===== config.mk =====
export PLATFORM = sky130hd
export DESIGN_NAME = cdc_handshake_tx
export DESIGN_NICKNAME = d
export VERILOG_FILES = /design/src/rtl/cdc_handshake_tx.sv
export SDC_FILE = /design/constraint.sdc
export NUM_CORES = 1
export LEC_CHECK = 0
export CORE_ASPECT_RATIO = 0.7
export CORE_MARGIN = 2
export CORE_UTILIZATION = 30
export DETAILED_ROUTE_END_ITERATION = 6
export HOLD_SLACK_MARGIN = 0.1
export PLACE_DENSITY_LB_ADDON = 0.2
export SLEW_MARGIN = 20
export SYNTH_ARGS = -nofsm -noshare
export SYNTH_HDL_FRONTEND = slang
export SYNTH_SLANG_ARGS = --single-unit

===== constraint.sdc =====
create_clock -name clk -period 1.8 [get_ports clk]
set_clock_uncertainty 0.2 [all_clocks]
set_input_delay 0.27 -clock clk [delete_from_list [all_inputs] [get_ports clk]]
set_output_delay 0.27 -clock clk [all_outputs]
set_load 0.01 [all_outputs]

===== src/rtl/cdc_handshake_tx.sv =====
// Sending side of a 4-phase req/ack handshake into a foreign clock domain.
// A local valid/ready word is held on data_out while req_out is high. The
// asynchronous ack_in comes back through a SYNC_STAGES-flop synchronizer.
module cdc_handshake_tx #(
   parameter int unsigned WIDTH       = 8,
   parameter int unsigned SYNC_STAGES = 2
) (
   input  logic             clk,
   input  logic             resetn,
   input  logic             in_valid,
   input  logic [WIDTH-1:0] in_data,
   output logic             in_ready,
   output logic             req_out,
   output logic [WIDTH-1:0] data_out,
   input  logic             ack_in,
   output logic             done,
   output logic             proto_err
);

   typedef enum logic [1:0] {
      DRAIN   = 2'd0,
      IDLE    = 2'd1,
      REQ     = 2'd2,
      RELEASE = 2'd3
   } state_t;

   state_t             state_q;
   state_t             state_d;
   logic [SYNC_STAGES-1:0] sync_q;
   logic               ack_s;
   logic               req_d;
   logic               done_d;
   logic               err_d;
   logic               ready_d;
   logic [WIDTH-1:0]   data_d;

   assign ack_s = sync_q[SYNC_STAGES-1];

   // ack_in synchronizer; resets to all ones so nothing starts before a real ack low is seen
   always_ff @(posedge clk or negedge resetn) begin
      if (!resetn) begin
         sync_q <= '1;
      end else begin
         sync_q <= {sync_q[SYNC_STAGES-2:0], ack_in};
      end
   end

   // Next state and next registered outputs
   always_comb begin
      state_d = state_q;
      req_d   = req_out;
      data_d  = data_out;
      done_d  = 1'b0;
      err_d   = proto_err;
      unique case (state_q)
         DRAIN: begin
            req_d = 1'b0;
            if (!ack_s) state_d = IDLE;
         end
         IDLE: begin
            if (ack_s) begin
               // Remote is acking with no request outstanding: flag and wait for it to drop
               err_d   = 1'b1;
               state_d = DRAIN;
            end else if (in_valid) begin
               data_d  = in_data;
               req_d   = 1'b1;
               state_d = REQ;
            end
         end
         REQ: begin
            if (ack_s) begin
               req_d   = 1'b0;
               state_d = RELEASE;
            end
         end
         RELEASE: begin
            if (!ack_s) begin
               done_d  = 1'b1;
               state_d = IDLE;
            end
         end
         default: begin
            req_d   = 1'b0;
            state_d = DRAIN;
         end
      endcase
      ready_d = (state_d == IDLE);
   end

   // State and output registers
   always_ff @(posedge clk or negedge resetn) begin
      if (!resetn) begin
         state_q   <= DRAIN;
         req_out   <= 1'b0;
         data_out  <= '0;
         done      <= 1'b0;
         proto_err <= 1'b0;
         in_ready  <= 1'b0;
      end else begin
         state_q   <= state_d;
         req_out   <= req_d;
         data_out  <= data_d;
         done      <= done_d;
         proto_err <= err_d;
         in_ready  <= ready_d;
      end
   end

endmodule

==> results of run 1 <==
metrics by stage:
stage | hold slack (ns) | utilization | total power, uW | cell area [sq um]
floorplan | -0.2256 | - | 1007 | 709.4
detailed placement | 0.1567 | 0.4629 | 1389 | 1013
CTS | 0.1706 | 0.4840 | 1636 | 1060
finish | 0.1681 | 0.4851 | 1614 | 1062
global route | 0.1699 | 0.4851 | 1735 | 1062
global placement | 0.1480 | 0.4629 | 1385 | 1013
worst reg2reg max path: cells and delay by family, from the launching register on:
family	cells	cell delay [ns]
muxes	1	0.31
adders and majority gates	1	0.17
DFF	1	0.40
and+or+nand+nor	2	0.36
buffers and inverters	1	0.06
Yosys cell counts:
| cell type | instances | area, sq um |
|---|---|---|
| a21o_2 | 2 | 17.52 |
| a21oi_1 | 2 | 10.01 |
| a22oi_1 | 1 | 7.510 |
| and2_1 | 1 | 6.260 |
| and4bb_1 | 1 | 12.51 |
| buf_6 | 1 | 11.26 |
| dfrtp_1 | 14 | 350.3 |
| dfstp_2 | 2 | 52.55 |
| ha_1 | 3 | 37.54 |
| inv_1 | 2 | 7.510 |
| mux2_4 | 8 | 120.1 |
| nand2_1 | 3 | 11.26 |
| nand2_2 | 1 | 6.260 |
| nand3b_1 | 1 | 7.510 |
| nor2_1 | 1 | 3.750 |
| nor2b_1 | 1 | 6.260 |
| o21ai_0 | 4 | 20.02 |
| o21ai_1 | 1 | 5.000 |
| o31a_2 | 1 | 10.01 |
| or2_1 | 1 | 6.260 |
flip-flops by register name, summed over array words and instances (netlist names):
name,cells
state_q,2
req_out,1
proto_err,1
in_ready,1
data_out,8
done,1
sync_q,2
power by group through the flow:
stage,logic (uW),registers (uW),clock network (uW)
after floorplan,365,642,0
after CTS,810,577,249
final,804,574,236
after global routing,874,594,267
after detailed placement,804,585,0
after global placement,803,582,0
cell families (layout without fill, tap and decap cells):
logic type / Yosys count / count (layout) / synth area share
flops: 16 / 16 / 0.5679
compound gates: 11 / 11 / 0.09877
simple gates: 10 / 10 / 0.08467
mux: 8 / 8 / 0.1693
fa+ha+maj: 3 / 3 / 0.05292
buf+inv: 3 / 36 / 0.02646
per-layer routing:
layer	GRT usage	routed length (um)	vias to the layer above
li1	-	-	242
met1	0.1288	640	239
met2	0.1587	565	17
met3	0.05852	106	0
met4	0.02667	0	0
met5	0	0	-
worst max path at each step:
stage / from / to / slack (ns) / cells after the start
final: req_out$_DFFE_PN0P_ / req_out / 0.14 / 1
after global routing: req_out$_DFFE_PN0P_ / req_out / 0.05 / 1
after CTS: state_q[1]$_DFF_PN0_ / data_out[6]$_DFFE_PN0P_ / 0.03 / 5
after detailed placement: in_valid / data_out[1]$_DFFE_PN0P_ / -0.12 / 4
after global placement: in_valid / data_out[3]$_DFFE_PN0P_ / -0.09 / 4
after floorplan: state_q[1]$_DFF_PN0_ / data_out[0]$_DFFE_PN0P_ / 0.06 / 6
final cells by class:
class                   instances  area share
flip-flops and latches         16      0.3793
well taps                      32     0.03769
inverters                       2    0.007067
multi-input cells              32      0.2733
clock buffers                   4     0.03416
repair buffers                 30      0.2686
repair_timing:
item	in CTS	in global routing
hold buffers	1	0
gates resized for setup	0	2
setup endpoints to repair	0	8
endpoints found under the hold margin	14	0
==> impl_metrics.ini, run 1 <==
[cts]
h-tree-depth = 1
cts_tree = yes
post_cts_buffers = 0
cts-root-buf = clkbuf_4
clk_latency_ns = 0.29
clock_sinks = 16
cts_buffers = 3
clk_path_buf_depth = 2
cts.clk_slew.worst_paths_ns = 0.09

[setup_path]
crit_family = buffers and inverters
crit_buf_inv = 1
cp_slowest_cell = clkdlybuf4s50_1
rr_endpoint = data_out[6]$_DFFE_PN0P_
crit_path_max_incr_delay_ns = 0.54
cp.required_ns = 1.33
cp.arrival_ns = 1.19
crit_path_cell_trace = clkdlybuf4s50_1
crit_fanout = 3
ff2ff_path_depth = 5
r2r_slack_ns = 0.19
worst-setup-path-type = reg -> out
cp-end-kind = output port
worstSetupStartpointType = flip-flop
r2r_start = state_q[1]$_DFF_PN0_

[final_layout]
nFillCells = 212
drive_above_1_share = 0.2976
area_growth_pct = 49.74
nets = 100
final_cell_mix = clkdlybuf4s50_1, dfrtp_1, mux2_4
antenna_cells = 0
fin_cells = 116
mostFrequentLayoutCell = clkdlybuf4s50_1
register_area_sq_um = 402.9
multi_input_area_sq_um = 290.3

[pwr]
internal_power_uw = 1127
p_comb_frac = 0.498
power.leakage_uw = 0.0004897
power_switching_share = 0.3017
max-vdd-ir-drop_mv = 0.6407
p_sw_uw = 486.8
cellPowerDensity_nw_per_um2 = 1519
power_frac_clock = 0.146
pwr-share-seq = 0.356

[sta]
report.final.slew_viol_count = 0
finalHoldViolCount = 0
fin_tns_setup_ns = 0
worst_pin_slew_ns = 0.1998
min_period_ns = 1.664
min_period_over_period = 0.9243
slew_headroom = 0.8654
timing.final.ws_setup_ns = 0.1363
fmax_mhz = 601.1
rsz0062_at_grt = no
setup_viol = 0

[floorplan]
initial_core_util = 0.3240
rows = 14
die_area_sq_um = 2776
die_w_um = 62.12
core_area_sq_um = 2190
fp.dieH_um = 44.69
ios = 24

[place]
port_buffers = 23
place_congestion = 0.7754
hpwl_um = 1021
dp.cells = 111
pre_cts_ws_ns = -0.1172

[grt]
grt_max_degree = 17
grt_pass1_wl_um = 2118
grt_overflow_total = 0
track_usage = 0.1038
grt_pass1_vias = 466
grt_antenna_before_repair = 0

[routing]
drt-vias-per-instance = 4.293
drtIter0Drc = 7
antenna_left = 0
post_drt_wl_per_cell_um = 11.31
dr.pass1.iters = 4
vias = 498
drc = 0
wl_um = 1312

[yosys]
yosysWarnings = 0
syn_area_per_cell_sq_um = 13.91
synth_nets = 66
synth-seq-cells = 16
syn_area_sq_um = 709.4
synth.distinct_cells = 20
synthCells = 51
ys_seq_area_frac = 0.5679

[hold_path]
hold_class = reg -> reg
min_from = sync_q[0]$_DFF_PN1_
min_to = sync_q[1]$_DFF_PN1_
hold_depth = 0

[run]
drv_cap = 0

[status]
status = finished, final reports clean
Note: power is estimated with default switching activity, not from simulation.
==> inputs of run 2 (changes only) <==
- CORE_MARGIN: 2 -> unset
- clock period: 1.8 -> 1.6 ns (I/O delays scaled with it)
==> run 2 against run 1 <==
  * Sequential power up 13%
  * Combinational power up 26%
  * Count of clock-buffer cells in the layout unchanged
  * Sequential cell count unchanged
  * Final cell count up 0.86%
  * First-iteration DRC count up 140%
  * Utilization up 1.9 points
  * Non-clock buffer count up 1
  * Wire length up 13%
  * Total power up 19%
  * Critical endpoint is now data_out[2]$_DFFE_PN0P_
==> impl_metrics.ini, run 2 (synthesized netlist as in run 1, its figures left out) <==
[pwr]
cellPowerDensity_nw_per_um2 = 1741
max-vdd-ir-drop_mv = 0.5770
power.leakage_uw = 0.0005334

[routing]
drtIter0Drc = 17
wl_um = 1481
post_drt_wl_per_cell_um = 12.66
vias = 510
drc = 0
drt-vias-per-instance = 4.359
dr.pass1.iters = 4
antenna_left = 0

[setup_path]
critPathLaunch = state_q[1]$_DFF_PN0_
cp.required_ns = 1.57
crit_fanout = 8
worst-setup-path-type = reg -> reg
worstSetupEndpoint = data_out[2]$_DFFE_PN0P_
cp.arrival_ns = 1.56
worstSetupStartpointType = flip-flop
r2r_slack_ns = 0.01
ff2ff_path_depth = 5
r2r_start = state_q[1]$_DFF_PN0_
cp-end-kind = flip-flop
rr_endpoint = data_out[2]$_DFFE_PN0P_

[floorplan]
die_area_sq_um = 2566
initial_core_util = 0.3240
die_w_um = 60.12
rows = 14
core_area_sq_um = 2190
fp.dieH_um = 42.69
ios = 24

[grt]
grt_max_degree = 17
track_usage = 0.1346
grt_overflow_total = 0
grt_antenna_before_repair = 0
grt_pass1_wl_um = 2415
grt_pass1_vias = 526

[cts]
clk_latency_ns = 0.29
clock_sinks = 16
clk_path_buf_depth = 2
cts_buffers = 3
cts_tree = yes
cts-root-buf = clkbuf_4
h-tree-depth = 1
cts.clk_slew.worst_paths_ns = 0.09

[sta]
min_period_over_period = 0.9929
fmax_mhz = 629.5
fin_tns_setup_ns = 0
finalHoldViolCount = 0
report.final.slew_viol_count = 0
worst_pin_slew_ns = 0.2054
rsz0062_at_grt = yes
min_period_ns = 1.589
slew_headroom = 0.8631
setup_viol = 0

[final_layout]
area_growth_pct = 55.56
drive_above_1_share = 0.4000
nFillCells = 210
largest_reg_flops = 8
antenna_cells = 0
regMostFlops = data_out
final_util = 0.5040
final_cell_mix = dfrtp_1, clkdlybuf4s50_1, dlygate4sd2_1
mostFrequentLayoutCell = dfrtp_1
reg_top3 = data_out: 8 flops, state_q: 2 flops, sync_q: 2 flops
nets = 101

[hold_path]
hold_class = reg -> reg
min_from = sync_q[0]$_DFF_PN1_

[place]
hpwl_um = 1054
port_buffers = 23
place_congestion = 0.7680

[status]
status = finished, final reports clean

[run]
drv_cap = 0
==> run 2: worst min-delay path by stage <==
stage	to	slack (ns)	depth (start not counted)
after floorplan	data_out[0]$_DFFE_PN0P_	-0.26	0
after global placement	sync_q[1]$_DFF_PN1_	0.15	0
after detailed placement	sync_q[1]$_DFF_PN1_	0.15	0
after CTS	sync_q[0]$_DFF_PN1_	0.15	1
after global routing	sync_q[0]$_DFF_PN1_	0.13	1
final	sync_q[1]$_DFF_PN1_	0.16	0
==> run 2: power breakdown <==
| group | internal [uW] | total [uW] | leakage, uW | switching [uW] |
|---|---|---|---|---|
| combinational | 578 | 1010 | 0.000322 | 431 |
| sequential | 564 | 650 | 0.000190 | 85.6 |
| clock | 139 | 264 | 0.0000210 | 125 |
| total | 1280 | 1920 | 0.000533 | 641 |
==> run 2: worst max-delay path: stages, from the launching register on <==
cell and delay (ns):
dfrtp_1 0.41, inv_2 0.07, ha_4 0.13, nand2_2 0.05, or2_4 0.30, mux2_4 0.31
==> run 2: per-layer routing <==
layer,part of all wire,up-vias,track usage
li1,-,249,-
met1,0.47,245,0.1696
met2,0.47,14,0.2022
met3,0.055,2,0.06402
met4,0.0054,0,0.04186
met5,0,-,0
==> run 2: cell type report <==
| cell class | count | area (sq um) | area share |
|---|---|---|---|
| inverter | 2 | 7.507 | 0.006803 |
| sequential | 16 | 402.9 | 0.3651 |
| multi-input combinational | 32 | 331.6 | 0.3005 |
| clock buffer | 4 | 36.28 | 0.03288 |
| tap | 32 | 40.04 | 0.03628 |
| timing repair buffer | 31 | 285.3 | 0.2585 |
==> run 2: what timing repair did <==
item	CTS	global route
buffers inserted	1	0
gates cloned	0	0
resized for setup	17	8
hold buffers	1	0
setup endpoints to repair	20	12
endpoints found under the hold margin	14	0
pin swaps	0	1
==> run 2: stage by stage <==
step	cell area, sq um	power (uW)	setup WS [ns]	hold WS (ns)	cells
after floorplan	721.9	1161	-0.03761	-0.2556	51
after global placement	1026	1575	-0.2626	0.1473	111
after detailed placement	1026	1594	-0.3010	0.1495	111
after CTS	1090	1865	0.005880	0.1503	117
after global routing	1104	2056	-0.03491	0.1343	117
final	1104	1921	0.01142	0.1608	117
==> inputs of run 3 (changes only) <==
- CTS_CLUSTER_DIAMETER: unset -> 60
==> results of run 3 <==
The final DEF is identical to that of run 2; final timing and power are the same.
